`config.mk`:
```
export PLATFORM = sky130hd
export DESIGN_NAME = datapath_mc
export DESIGN_NICKNAME = d
export VERILOG_FILES = /design/src/rtl/datapath_mc.sv
export SDC_FILE = /design/constraint.sdc
export NUM_CORES = 1
export LEC_CHECK = 0
export ABC_CLOCK_PERIOD_IN_PS = 14500
export CAP_MARGIN = 10
export CELL_PAD_IN_SITES_DETAIL_PLACEMENT = 0
export CELL_PAD_IN_SITES_GLOBAL_PLACEMENT = 1
export CORE_ASPECT_RATIO = 0.7
export CORE_MARGIN = 10
export CORE_UTILIZATION = 39
export CTS_CLUSTER_SIZE = 16
export DETAILED_ROUTE_END_ITERATION = 10
export PLACE_DENSITY_LB_ADDON = 0.1
export SYNTH_ARGS = -nofsm -noshare
export SYNTH_HDL_FRONTEND = slang
export SYNTH_SLANG_ARGS = --single-unit
export TNS_END_PERCENT = 5
```
`constraint.sdc`:
```
create_clock -name clk -period 14.5 [get_ports clk]
set_input_delay 2.9 -clock clk [delete_from_list [all_inputs] [get_ports clk]]
set_output_delay 2.9 -clock clk [all_outputs]
set_load 0.05 [all_outputs]
```
`src/rtl/datapath_mc.sv`:
```
// Multi-cycle CPU datapath: register file, PC, instruction register and a req/ack memory sequencer.
// Optional DP_AUTO_INC_EN: PC advances by one when a fetch completes, unless pc_en claims that cycle.
module datapath_mc #(
  parameter int DATA_WIDTH = 16,
  parameter int ADDR_WIDTH = 10,
  parameter int NUM_REGS   = 16,
  parameter int IMM_WIDTH  = 8,
  localparam int REG_SEL_W = $clog2(NUM_REGS)
) (
  input  logic                           clk,
  input  logic                           reset,
  input  logic [NUM_REGS-1:0]            reg_we,
  input  logic [REG_SEL_W-1:0]           rdest_sel,
  input  logic [REG_SEL_W-1:0]           rsrc_sel,
  input  logic [IMM_WIDTH-1:0]           imm_in,
  input  logic                           imm_sel,
  input  logic                           imm_sext,
  output logic [DATA_WIDTH-1:0]          alu_a,
  output logic [DATA_WIDTH-1:0]          alu_b,
  input  logic [DATA_WIDTH-1:0]          alu_result,
  input  logic                           wb_sel,
  input  logic                           pc_en,
  input  logic                           pc_branch,
  input  logic signed [DATA_WIDTH-1:0]   pc_offset,
  input  logic                           cmd_valid,
  output logic                           cmd_ready,
  input  logic [1:0]                     cmd_op,
  output logic                           mem_req,
  output logic                           mem_we,
  output logic [ADDR_WIDTH-1:0]          mem_addr,
  output logic [DATA_WIDTH-1:0]          mem_wdata,
  input  logic [DATA_WIDTH-1:0]          mem_rdata,
  input  logic                           mem_ack,
  output logic [DATA_WIDTH-1:0]          instr,
  output logic                           instr_valid,
  output logic                           busy,
  output logic [DATA_WIDTH-1:0]          pc_count,
  output logic [NUM_REGS*DATA_WIDTH-1:0] reg_flat
);

  typedef enum logic {IDLE, WAIT} state_e;
  typedef enum logic [1:0] {OP_FETCH = 2'b00, OP_LOAD = 2'b01, OP_STORE = 2'b10, OP_NOP = 2'b11} op_e;

  state_e                 state, state_nxt;
  op_e                    op_q;
  logic [ADDR_WIDTH-1:0]  addr_q;
  logic [DATA_WIDTH-1:0]  wdata_q;
  logic [REG_SEL_W-1:0]   dest_q;
  logic [DATA_WIDTH-1:0]  regs [NUM_REGS];
  logic [DATA_WIDTH-1:0]  pc, pc_nxt;
  logic [DATA_WIDTH-1:0]  ld_data;
  logic [DATA_WIDTH-1:0]  wb_val;
  logic                   accept, done, fetch_done, load_done;

  function automatic logic signed [DATA_WIDTH-1:0] ext_imm(input logic [IMM_WIDTH-1:0] imm,
                                                           input logic sext);
    if (sext) return DATA_WIDTH'($signed(imm));
    return $signed(DATA_WIDTH'(imm));
  endfunction

  always_ff @(posedge clk or posedge reset) begin
    if (reset) state <= IDLE;
    else       state <= state_nxt;
  end

  always_comb begin
    state_nxt = state;
    accept    = 1'b0;
    done      = 1'b0;
    case (state)
      IDLE: if (cmd_valid && cmd_op != OP_NOP) begin
        accept    = 1'b1;
        state_nxt = WAIT;
      end
      WAIT: if (mem_ack) begin
        done      = 1'b1;
        state_nxt = IDLE;
      end
      default: state_nxt = IDLE;
    endcase
  end

  assign fetch_done = done && (op_q == OP_FETCH);
  assign load_done  = done && (op_q == OP_LOAD);

  // Transaction latches: hold address/data stable for the whole WAIT period
  always_ff @(posedge clk or posedge reset) begin
    if (reset) begin
      op_q    <= OP_NOP;
      addr_q  <= '0;
      wdata_q <= '0;
      dest_q  <= '0;
    end else if (accept) begin
      op_q   <= op_e'(cmd_op);
      dest_q <= rdest_sel;
      case (op_e'(cmd_op))
        OP_FETCH: addr_q <= pc[ADDR_WIDTH-1:0];
        OP_LOAD:  addr_q <= regs[rsrc_sel][ADDR_WIDTH-1:0];
        default: begin
          addr_q  <= regs[rdest_sel][ADDR_WIDTH-1:0];
          wdata_q <= regs[rsrc_sel];
        end
      endcase
    end
  end

  always_ff @(posedge clk or posedge reset) begin
    if (reset) begin
      instr       <= '0;
      instr_valid <= 1'b0;
      ld_data     <= '0;
    end else begin
      if (accept && op_e'(cmd_op) == OP_FETCH) instr_valid <= 1'b0;
      if (fetch_done) begin
        instr       <= mem_rdata;
        instr_valid <= 1'b1;
      end
      if (load_done) ld_data <= mem_rdata;
    end
  end

  assign wb_val = wb_sel ? ld_data : alu_result;

  // Load write-back takes priority over reg_we on the same register
  always_ff @(posedge clk or posedge reset) begin
    if (reset) begin
      for (int i = 0; i < NUM_REGS; i++) regs[i] <= '0;
    end else begin
      for (int i = 0; i < NUM_REGS; i++) begin
        if (load_done && dest_q == REG_SEL_W'(i)) regs[i] <= mem_rdata;
        else if (reg_we[i])                       regs[i] <= wb_val;
      end
    end
  end

  always_comb begin
    pc_nxt = pc;
    if (pc_en) begin
      if (pc_branch) pc_nxt = DATA_WIDTH'($signed(pc) + pc_offset);
      else           pc_nxt = pc + DATA_WIDTH'(1);
    end
`ifdef DP_AUTO_INC_EN
    else if (fetch_done) pc_nxt = pc + DATA_WIDTH'(1);
`endif
  end

  always_ff @(posedge clk or posedge reset) begin
    if (reset) pc <= '0;
    else       pc <= pc_nxt;
  end

  assign alu_a     = regs[rdest_sel];
  assign alu_b     = imm_sel ? ext_imm(imm_in, imm_sext) : regs[rsrc_sel];
  assign cmd_ready = (state == IDLE);
  assign busy      = (state == WAIT);
  assign mem_req   = (state == WAIT);
  assign mem_we    = (state == WAIT) && (op_q == OP_STORE);
  assign mem_addr  = addr_q;
  assign mem_wdata = wdata_q;
  assign pc_count  = pc;

  for (genvar g = 0; g < NUM_REGS; g++) begin : g_flat
    assign reg_flat[g*DATA_WIDTH +: DATA_WIDTH] = regs[g];
  end

endmodule
```
### Yosys cells after proc, flatten, opt, wreduce, memory -nomap -nowiden

Cells that the tools add are included.

| word-level totals | value |
|---|---|
| flip-flop bits (word level) | 338 |
| bits of input ports | 91 |
| output and inout bits | 351 |
| logic and storage cells | 148 |

| operators by class | value |
|---|---|
| add/subtract/negate cells | 2 |
| magnitude comparators | 2 |
| equal/unequal tests | 19 |
| muxes and demuxes | 53 |
| bitwise operators | 4 |
| reductions and logical operators | 43 |

Operators with widths:

| operator | count |
|---|---|
| $mux W16 | 41 |
| $bmux W16 S4 | 2 |
| $reduce_bool A2 Y1 | 17 |
| $eq A4 B4 Y1 const B | 8 |
| $logic_and A1 B1 Y1 | 21 |
| $pmux W10 S2 | 1 |
| $add A16 B1 Y16 const B | 1 |
| $add A16 B16 Y16 | 1 |
| $eq A4 B3 Y1 const B | 4 |
| $ge A5 B5 Y1 const B | 2 |
| $not A4 Y5 | 2 |
| $eq A4 B2 Y1 const B | 2 |
| $mux W1 | 8 |
| $eq A2 B1 Y1 const B | 2 |
| $eq A4 B1 Y1 const B | 1 |
| $logic_not A2 Y1 | 2 |
| $logic_not A4 Y1 | 1 |
| $eq A2 B2 Y1 const B | 1 |
| $ne A2 B2 Y1 const B | 1 |
| $not A1 Y1 | 2 |
| $pmux W1 S2 | 1 |
| $reduce_and A2 Y1 | 1 |
| $reduce_or A2 Y1 | 1 |

### Logic depth before layout (Yosys ltp)

| depth | value |
|---|---|
| depth after elaboration | 7 |
| mapped depth | 8 |
| gate-level depth less buffers | 8 |

### Worst setup path before layout

OpenSTA, ideal clock, no wires.

| path | value |
|---|---|
| path kind | input-to-output |
| start point | input rsrc_sel[1] |
| end point | output alu_b[0] |
| arrival time | 5149 ps |
| data required time | 11600 ps |
| slack | 6451 ps |
| cell stages on the path | 8 |
| path buffers | 3 |
| cells stage by stage | buf_2 -> buf_2 -> buf_2 -> mux4_2 -> mux2i_1 -> nor2_1 -> a21oi_1 -> o21ai_0 |

| on the way | value |
|---|---|
| word-level cells in the longest chain between the ends | 5 |

Ends and longest elaborated chain:

| element | RTL line | text |
|---|---|---|
| from (decl) | 14 | `input logic [REG_SEL_W-1:0] rsrc_sel,` |
| $not A4 Y5 (implied by the code) | 153 | `assign alu_b = imm_sel ? ext_imm(imm_in, imm_sext) : regs[rsrc_sel];` |
| $bmux W16 S4 | 153 |  |
| $mux W16 (implied by the code) (2 in series) | 153 |  |
| $mux W16 | 153 |  |
| to (decl) | 19 | `output logic [DATA_WIDTH-1:0] alu_b,` |

No other way between the ends. The select of a mux whose other input is x is not followed.

### Final worst setup path

| path | value |
|---|---|
| start point | input rsrc_sel[0] |
| end point | output alu_b[0] |

The elaborated chain is that of the path after synthesis.

==> run summary <==
Final core utilization = 51.9%
Grt ovf = 0
CP cell instances = buf_4 > buf_4 > mux4_2 > mux2i_1 > nor2_1 > a21oi_1 > o21ai_0 > clkdlybuf4s50_1
Flop pwr share = 30.3%
Outcome = complete, no violations
Filler Cell Count = 4,545
Fin crit period = 9.26 ns
Final Hold Fails = 0
Post-CTS setup repair buffer count = 0
RR Endpoint = pc_count[12]$_DFFE_PP0P_
Max FO, Critical Path = 30
Total CTS buffers = 38
Hold WS = 0.483 ns
Number of synthesized flops with an enable pin = 0
First-pass GRT wire length = 131,000 um
Register area share after synthesis = 41.7%
# clock sinks = 338
Clock power frac = 19.7%
Max Cap Viol = 0
WL/cell = 27.6 um
CTS tree = built
Largest net degree at the start of global routing = 116
Dpl hpwl = 65,700 um
Synth unique cells = 58
Crit path capture type = primary output
Pwr dens = 202 nW/um2
Total power = 5.37 mW
Finished Layout Cells = 3,223
Hold path cells = 2
CP Class = in2out
Clock Latency Late Sink = 0.56 ns
Placed Instance Area = 25,200 um2
Highest-delay cell along the critical path = clkdlybuf4s50_1
Vias in the first global route = 18.8k
Worst slew margin = 16.3%
Mapped Area = 20,300 um2
Antenna Nets Post-Route = 0
Die H = 211 um
Syn avg cell area = 9.21 um2
Total track usage = 28.0%
First-iteration detailed-routing DRC count = 2,175
Site Rows = 69
Post-CTS resize count = 0
WP data required = 11.60 ns
Cell-internal power = 2.81 mW
Drt drc = 0
Syn-to-layout area delta = 30.7%
Mapped Cells = 2,203
Worst ir drop on vdd = 112 uV
Level count of the clock H-tree = 2
Die W = 293 um
Pleak = 10.0 nW
Setup Skew = 0.0288 ns
R2r setup slk = 11.57 ns
Final TNS setup = 0 ns
Post-route cell area = 26,500 um2
Final setup vio count = 0
Max Clk Rate = 108 MHz
Initial cell density of the core = 39.7%
#FFs+latches synth = 338
YS warnings = 0
Final #Nets = 2,632
Final Cycle Share = 63.9%
Post-CTS Hold Buffers = 0
Crit-path leading delay family = buffers and inverters
CP most frequent cell = buf_4
I/O Buffers = 441
Commonest register cell after synthesis = dfrtp_1
CORE AREA = 51,100 um2
Cells on worst reg2reg path = 8
Hold Path Sink = mem_wdata[9]$_DFFE_PP0P_
Sw frac = 47.6%
Worst-path clk slew = 0.06 ns
Synthesized Nets = 2,311
RePlAce Congestion = 0.922
Die footprint = 61,700 um2
Antenna violations before repair = 2
Final wirelength = 88,800 um
Worst slew pin tran = 1.23 ns
R2R Path Start = pc_count[0]$_DFFE_PP0P_
Final setup margin = 5.24 ns
Startpoint Class = input port
Crit path DAT = 6.36 ns
CP Buf/Inv Count = 3
Vias = 19.1k
CP max stage delay = 0.74 ns
Routed vias/inst = 5.91
I/O Pins = 442
RSZ-0062 raised after global routing = false
Root Buffer = clkbuf_16
Cell Count Post-Placement = 3,158
Async set-reset flop share out of synthesis = 100%
Initial DRT Pass Iterations = 6
Worst slack after detailed placement = 5.24 ns
Final Max Tran Viols = 0
Share of layout cells above drive strength 1 = 13.9%
P_sw = 2.56 mW
Comb power frac = 49.9%
Clock tree buffer depth = 3
Hold wc startpoint = mem_wdata[9]$_DFFE_PP0P_
HP Class = reg2reg
power groups by stage:
stage                     logic [mW]  registers (mW)  clock network [mW]
after global placement          2.64            1.62                   0
after global routing            2.82            1.66                1.11
after floorplan                0.876            2.34                   0
after detailed placement        2.68            1.63                   0
final                           2.68            1.63                1.06
after CTS                       2.68            1.62                1.07
cells in the final DEF (no fill, tap or decap), types with 5 or more instances in the layout:
master	n
nor2_1	28
clkbuf_8	9
mux2_2	47
inv_1	17
buf_4	54
dfrtp_1	336
nor2_2	6
o221a_2	10
ha_1	16
mux2i_1	30
a21oi_1	50
bufinv_16	6
nor2b_1	13
and3_1	7
nand2b_1	5
o21ai_0	561
nand2_1	569
clkbuf_1	6
clkbuf_16	39
clkdlybuf4s50_1	435
nand3_1	29
nor3_1	14
a221oi_1	11
mux4_2	140
mux2i_2	11
a211oi_1	12
how the worst max path moves through the flow:
stage,from,end,slack [ns],depth (start not counted)
finish,rsrc_sel[0],alu_b[0],5.24,8
detailed placement,rsrc_sel[0],alu_b[0],5.24,8
floorplan,reset,busy$_DFF_PP0_,2.24,1
global placement,rsrc_sel[0],alu_b[0],5.26,8
global route,rsrc_sel[0],alu_b[0],5.04,8
CTS,rsrc_sel[0],alu_b[0],5.23,8
cells by family (layout without fill, tap and decap cells):
family	after synthesis	in the layout	synth area share, %
simple gates	704	704	14.3
compound gates	680	680	17.9
flops	338	338	41.7
buf+inv	229	573	4.53
mux	228	228	20.2
fa+ha+maj	17	17	1.09
xor+xnor	7	7	0.302
other cells	0	2	0
per-layer routing:
layer | GRT usage (%) | wire length, um | up-vias
met5 | 0 | 0 | -
met4 | 8.28 | 2620 | 0
met3 | 8.17 | 9070 | 144
met2 | 47.2 | 43000 | 980
met1 | 34.3 | 34100 | 9418
li1 | - | - | 8509
synth_stat cells (2+ instances only):
master / instances / area (um2)
xnor2_1: 3 / 26.3
a21o_1: 4 / 30.0
a31oi_1: 3 / 18.8
a21oi_2: 2 / 17.5
a221oi_1: 11 / 96.3
nor4_1: 2 / 12.5
nor4b_1: 5 / 43.8
o211ai_1: 2 / 15.0
and3_1: 7 / 43.8
nand2_1: 569 / 2140
nand3b_1: 2 / 15.0
o31ai_1: 4 / 30.0
o21ai_0: 561 / 2810
inv_1: 18 / 67.6
o221a_2: 10 / 113
a21oi_1: 50 / 250
o22ai_1: 2 / 12.5
nand2b_1: 5 / 31.3
or2_2: 3 / 18.8
buf_4: 3 / 22.5
o21ai_1: 4 / 20.0
nor2b_1: 13 / 81.3
dfstp_2: 2 / 52.6
mux2_2: 47 / 529
or3_1: 4 / 25.0
o21bai_1: 3 / 22.5
mux2i_1: 41 / 410
or3b_2: 2 / 17.5
nand3_1: 29 / 145
clkbuf_1: 152 / 571
dfrtp_1: 336 / 8410
buf_1: 18 / 67.6
ha_1: 16 / 200
buf_2: 38 / 190
a211oi_1: 12 / 90.1
o21a_1: 4 / 30.0
xor2_1: 4 / 35.0
nor3b_2: 3 / 37.5
nor3_1: 18 / 90.1
mux4_2: 140 / 3150
nor2_1: 34 / 128
worst min-delay path: cells and delay by family (launching register included):
kind,cells,cell delay (ns)
flops,1,0.34
compound gates,1,0.06
simple gates,1,0.05
state kept, by name, indices dropped and copies added (netlist names), 2 cells and up:
name       flops
reg_flat     256
instr         16
dest_q         4
mem_wdata     16
pc_count      16
op_q           2
mem_addr      10
ld_data       16
area by class of cell:
type	count	area, um2	area share [%]
Multi-Input combinational cell	1636	11000	41.6
Sequential cell	338	8460	31.9
Timing Repair Buffer	492	4770	18.0
Clock buffer	54	1120	4.23
Tap cell	674	843	3.18
Clock inverter	9	201	0.760
Inverter	18	75.1	0.283
Antenna cell	2	5.00	0.0189
No activity file was read; power rests on OpenSTA's default activity.
